`src/rtl/command_packetizer.sv`:
```
// command_packetizer
//   Serialises one {cmd, addr, value} request into a stream of WORD_WIDTH words:
//   cmd, addr, then VALUE_WORDS value words (MS word first unless LITTLE_ENDIAN=1).
//   Downstream handshake is o_dv/i_ready; a word moves only when both are high.
//
//   Optional feature macro: CMD_PKT_CHECKSUM_EN
//     defined   -> one trailing word, XOR of every preceding packet word
//     undefined -> packet is exactly VALUE_WORDS+2 words, no checksum logic
//
//   All outputs are registered. Reset (i_reset) is asynchronous, active high.

module command_packetizer #(
    parameter int WORD_WIDTH    = 8,
    parameter int VALUE_WORDS   = 4,
    parameter int LITTLE_ENDIAN = 0
) (
    input  logic                              clk,
    input  logic                              i_reset,
    input  logic [WORD_WIDTH-1:0]             i_cmd,
    input  logic [WORD_WIDTH-1:0]             i_addr,
    input  logic [WORD_WIDTH*VALUE_WORDS-1:0] i_value,
    input  logic                              i_valid,
    output logic                              o_ready,
    output logic [WORD_WIDTH-1:0]             o_data,
    output logic                              o_dv,
    input  logic                              i_ready,
    output logic                              o_busy
);

`ifdef CMD_PKT_CHECKSUM_EN
    localparam int PKT_LEN = VALUE_WORDS + 3;
`else
    localparam int PKT_LEN = VALUE_WORDS + 2;
`endif
    localparam int VAL_W = WORD_WIDTH * VALUE_WORDS;
    localparam int IDX_W = (PKT_LEN > 1) ? $clog2(PKT_LEN) : 1;
    localparam logic [IDX_W-1:0] LAST_IDX = IDX_W'(PKT_LEN - 1);

    typedef enum logic [0:0] {
        ST_IDLE = 1'b0,
        ST_SEND = 1'b1
    } state_t;

`ifdef CMD_PKT_CHECKSUM_EN
    // XOR of cmd, addr and every value word; word order does not matter for XOR.
    function automatic logic [WORD_WIDTH-1:0] pkt_checksum(
        input logic [WORD_WIDTH-1:0] cmd,
        input logic [WORD_WIDTH-1:0] addr,
        input logic [VAL_W-1:0]      value
    );
        logic [WORD_WIDTH-1:0] acc;
        logic [VAL_W-1:0]      rest;
        acc  = cmd ^ addr;
        rest = value;
        for (int k = 0; k < VALUE_WORDS; k++) begin
            acc  = acc ^ rest[WORD_WIDTH-1:0];
            rest = rest >> WORD_WIDTH;
        end
        return acc;
    endfunction
`endif

    state_t                  state_r, state_s;
    logic [IDX_W-1:0]        idx_r, idx_s, idx_inc_s;
    logic [WORD_WIDTH-1:0]   cmd_r, cmd_s;
    logic [WORD_WIDTH-1:0]   addr_r, addr_s;
    logic [VAL_W-1:0]        value_r, value_s;
    logic [WORD_WIDTH-1:0]   data_r, data_s;
    logic                    dv_r, dv_s;
    logic                    busy_r, busy_s;
    logic                    ready_r, ready_s;

    // Packet laid out as an indexable word table built from the captured request.
    logic [WORD_WIDTH-1:0]   pkt_words_s [PKT_LEN];

    assign pkt_words_s[0] = cmd_r;
    assign pkt_words_s[1] = addr_r;

    for (genvar g = 0; g < VALUE_WORDS; g++) begin : g_value_words
        localparam int SRC = (LITTLE_ENDIAN != 0) ? g : (VALUE_WORDS - 1 - g);
        assign pkt_words_s[g + 2] = value_r[SRC*WORD_WIDTH +: WORD_WIDTH];
    end

`ifdef CMD_PKT_CHECKSUM_EN
    assign pkt_words_s[PKT_LEN-1] = pkt_checksum(cmd_r, addr_r, value_r);
`endif

    assign idx_inc_s = idx_r + IDX_W'(1);

    // Next-state and next-output logic: accept in IDLE, step through words in SEND.
    always_comb begin
        state_s = state_r;
        idx_s   = idx_r;
        cmd_s   = cmd_r;
        addr_s  = addr_r;
        value_s = value_r;
        data_s  = data_r;
        dv_s    = dv_r;
        busy_s  = busy_r;
        ready_s = ready_r;

        case (state_r)
            ST_IDLE: begin
                if (i_valid) begin
                    // Word 0 is taken straight from the input since the capture
                    // registers only load on this same edge.
                    state_s = ST_SEND;
                    idx_s   = {IDX_W{1'b0}};
                    cmd_s   = i_cmd;
                    addr_s  = i_addr;
                    value_s = i_value;
                    data_s  = i_cmd;
                    dv_s    = 1'b1;
                    busy_s  = 1'b1;
                    ready_s = 1'b0;
                end else begin
                    data_s  = {WORD_WIDTH{1'b0}};
                    dv_s    = 1'b0;
                    busy_s  = 1'b0;
                    ready_s = 1'b1;
                end
            end
            ST_SEND: begin
                if (i_ready) begin
                    if (idx_r == LAST_IDX) begin
                        // Last word leaves now; a new request waits for IDLE.
                        state_s = ST_IDLE;
                        idx_s   = {IDX_W{1'b0}};
                        data_s  = {WORD_WIDTH{1'b0}};
                        dv_s    = 1'b0;
                        busy_s  = 1'b0;
                        ready_s = 1'b1;
                    end else begin
                        idx_s   = idx_inc_s;
                        data_s  = pkt_words_s[idx_inc_s];
                    end
                end else begin
                    // Stall: hold the presented word and the index.
                    idx_s  = idx_r;
                    data_s = data_r;
                end
            end
            default: begin
                state_s = ST_IDLE;
                idx_s   = {IDX_W{1'b0}};
                data_s  = {WORD_WIDTH{1'b0}};
                dv_s    = 1'b0;
                busy_s  = 1'b0;
                ready_s = 1'b1;
            end
        endcase
    end

    // State, index, captured request and registered outputs.
    always_ff @(posedge clk or posedge i_reset) begin
        if (i_reset) begin
            state_r <= ST_IDLE;
            idx_r   <= {IDX_W{1'b0}};
            cmd_r   <= {WORD_WIDTH{1'b0}};
            addr_r  <= {WORD_WIDTH{1'b0}};
            value_r <= {VAL_W{1'b0}};
            data_r  <= {WORD_WIDTH{1'b0}};
            dv_r    <= 1'b0;
            busy_r  <= 1'b0;
            ready_r <= 1'b1;
        end else begin
            state_r <= state_s;
            idx_r   <= idx_s;
            cmd_r   <= cmd_s;
            addr_r  <= addr_s;
            value_r <= value_s;
            data_r  <= data_s;
            dv_r    <= dv_s;
            busy_r  <= busy_s;
            ready_r <= ready_s;
        end
    end

    assign o_data  = data_r;
    assign o_dv    = dv_r;
    assign o_busy  = busy_r;
    assign o_ready = ready_r;

endmodule

```
`config.mk`:
```
export PLATFORM = sky130hd
export DESIGN_NAME = command_packetizer
export DESIGN_NICKNAME = d
export VERILOG_FILES = /design/src/rtl/command_packetizer.sv
export SDC_FILE = /design/constraint.sdc
export NUM_CORES = 1
export LEC_CHECK = 0
export BUFFER_PORTS_ARGS = -buffer_cell sky130_fd_sc_hd__buf_2
export CAP_MARGIN = 30
export CORE_MARGIN = 4
export CORE_UTILIZATION = 40
export CTS_CLUSTER_SIZE = 40
export DETAILED_ROUTE_END_ITERATION = 6
export HOLD_SLACK_MARGIN = 0.12
export PLACE_DENSITY = 0.66
export SLEW_MARGIN = 20
export SYNTH_ARGS = -nofsm -noshare
export SYNTH_HDL_FRONTEND = slang
export SYNTH_SLANG_ARGS = --single-unit
```
`constraint.sdc`:
```
create_clock -name clk -period 4.9 [get_ports clk]
set_input_delay 0.49 -clock clk [delete_from_list [all_inputs] [get_ports clk]]
set_output_delay 0.49 -clock clk [all_outputs]
set_load 0.01 [all_outputs]
```
==> flow_summary.json <==
{
  "crit_arrival_ns": 2.48,
  "synthDistinctLibCells": 29,
  "clock_latency_ns": 0.34,
  "clockBufferDepth": 2,
  "cts_tree": "built",
  "grt_pass1_wl_um": 11500,
  "drt_first_pass_iters": 4,
  "dp_hpwl_um": 4580,
  "cts_resized": 0,
  "multiInputGateArea_um2": 1240,
  "status": "completed",
  "min_delay_path_depth": 3,
  "cts_sinks": 62,
  "path_cells": "buf_8 -> ha_1 -> nor2b_1 -> o211ai_1 -> a31oi_1",
  "r2r-start": "idx_r[0]$_DFFE_PP0P_",
  "worstMarginPinSlew_ns": 0.764,
  "die_h_um": 93.4,
  "grt_pass1_vias": 2337,
  "synth.top_cell.area_share": 0.524,
  "cts_setup_buffers": 0,
  "synth_fp_nets": 365,
  "root_buffer": "clkbuf_8",
  "critPathMaxFanout": 11,
  "synth_edf_count": 0,
  "peakVddDrop_mv": 0.237,
  "placedInstanceArea_um2": 3260,
  "synth_area_leaders": "dfrtp_1 (52%), nand2_1 (19%), mux4_2 (6.2%)",
  "hold_viol": 0,
  "synth_seq_cells": 62,
  "fin_crit_sh": 0.452,
  "synthArstFlopShare": 1.00,
  "io_pins": 63,
  "reg2reg_depth": 5,
  "power_density_nw_per_um2": 655,
  "synthToLayoutAreaGrowth_pct": 20.3,
  "cp_top_family": "flip-flops",
  "path_clk_slew_ns": 0.07,
  "stdcell_area_um2": 3510,
  "stdcell_count": 466,
  "antenna_cells": 0,
  "nFillCells": 678,
  "min_path_type": "in2reg",
  "synth_area_leader_cell": "dfrtp_1",
  "grt_max_degree": 63,
  "grt_usage": 0.170,
  "layout-drive-gt1-share": 0.281,
  "drv_cap": 0,
  "critPathSlowestCell": "dfrtp_1",
  "fin_nets": 420,
  "relSlewSlack": 0.491,
  "min_from": "i_value[18]",
  "synth_area_um2": 2920,
  "rows": 30,
  "finClkSkew_ns": 0.00846,
  "cp-start-kind": "flip-flop",
  "place_inst": 449,
  "endpoint_kind": "flip-flop",
  "synthCells": 311,
  "period_needed_ns": 2.22,
  "drt_iter0_drc": 93,
  "htree_levels": 3,
  "yosys.cell_count.top_type": "nand2_1",
  "required_ns": 5.16,
  "reg2reg_to": "o_data[1]$_DFFE_PP0P_",
  "ctsHoldBuffers": 0,
  "max_freq_mhz": 451,
  "min_to": "value_r[18]$_DFFE_PP0P_",
  "cts_made_buffers": 9,
  "post-route-util": 0.505,
  "wirelength_um": 6740,
  "io_buffers": 62,
  "via_count": 2262,
  "core_area_um2": 6940,
  "slew_viol_final": 0,
  "yosysWarnings": 0,
  "seq_area_um2": 1550,
  "place_congestion": 0.854,
  "critical-path-max-stage-delay_ns": 0.65,
  "crit_type": "reg2reg",
  "antenna_found_initial": 0,
  "setup_tns_ns": 0,
  "drt_drc_violations_left": 0,
  "ys_dominant_reg_cell": "dfrtp_1",
  "rsz0062_at_grt": "no",
  "final_antenna_net_count": 0,
  "die_x_um": 93.4,
  "syn_avg_cell_area_um2": 9.37,
  "start_util": 0.420,
  "dieArea_um2": 8720,
  "total_power_mw": 2.30,
  "reg2reg_slack_ns": 2.68,
  "setup_viol": 0,
  "yosys-top-cells-count": "nand2_1 (148), dfrtp_1 (61), o211ai_1 (16)",
  "cellLeakagePower_nw": 1.78,
  "cp.buffers_inverters": 1,
  "viasPerCell": 4.85,
  "yosysSeqAreaShare": 0.533,
  "overflow": 0,
  "wire_per_inst_um": 14.5
}
-- report_power, final --
part	total, mW	switching (mW)	internal (mW)
sequential	0.938	0.178	0.760
combinational	0.894	0.462	0.432
clock	0.466	0.193	0.273
-- worst register-to-register path, stage by stage, from the launching register on --
cell and delay, ns:
dfrtp_1 0.65, buf_8 0.22, ha_1 0.29, nor2b_1 0.59, o211ai_1 0.19, a31oi_1 0.20
-- per-layer routing --
layer / wire (µm) / vias to the layer above / global-route usage
met3: 448 / 9 / 0.0668
li1: - / 1133 / -
met4: 85 / 0 / 0.0452
met2: 3000 / 62 / 0.252
met1: 3200 / 1058 / 0.233
met5: 0 / - / 0
-- cells in the final DEF, fill, tap and decap left out, types with 2 or more instances in the layout --
cell,instances
dfrtp_1,61
a21oi_1,8
nand2_1,148
ha_1,2
nor2b_1,2
mux2_2,9
a31oi_1,8
nor2_1,10
nand3_1,3
o211ai_1,16
clkbuf_8,12
buf_2,62
mux4_2,8
-- state kept, by name, indices dropped and copies added, names as in the netlist --
name,flops
value_r,32
addr_r,8
idx_r,3
o_busy,1
o_ready,1
state_r,1
cmd_r,8
o_data,8
-- cell type report --
type / instances / share of cell area
Clock buffer: 12 / 0.0471
Clock inverter: 3 / 0.0121
Inverter: 2 / 0.00214
Multi-Input combinational cell: 225 / 0.353
Sequential cell: 62 / 0.443
Tap cell: 96 / 0.0342
Timing Repair Buffer: 66 / 0.108
-- per-stage QoR --
step | hold WS, ns | worst slack (ns)
3_3_place_gp | 0.452 | 2.64
6_report | 0.335 | 2.68
5_1_grt | 0.321 | 2.49
3_5_place_dp | 0.457 | 2.52
2_1_floorplan | 0.440 | 2.87
4_1_cts | 0.317 | 2.47
-- worst max-delay path by stage --
stage	end	slack, ns	cells after the start	start
floorplan	addr_r[0]$_DFFE_PP0P_	2.87	1	i_reset
global placement	o_data[7]$_DFFE_PP0P_	2.64	4	idx_r[0]$_DFFE_PP0P_
detailed placement	o_data[1]$_DFFE_PP0P_	2.52	4	idx_r[0]$_DFFE_PP0P_
CTS	o_data[1]$_DFFE_PP0P_	2.47	4	idx_r[0]$_DFFE_PP0P_
global route	o_data[2]$_DFFE_PP0P_	2.49	5	idx_r[0]$_DFFE_PP0P_
finish	o_data[1]$_DFFE_PP0P_	2.68	5	idx_r[0]$_DFFE_PP0P_
-- logic make-up (layout without fill, tap and decap cells) --
family	count (synthesis)	in the layout	share of synthesized area
multiplexers	17	17	0.0966
flip-flops	62	62	0.533
AO/OA/AOI/OAI	37	37	0.0854
buffers and inverters	24	83	0.0459
adder cells (fa/ha/maj)	2	2	0.00858
AND/OR/NAND/NOR	169	169	0.231
Power figures use the tool's default switching activity.
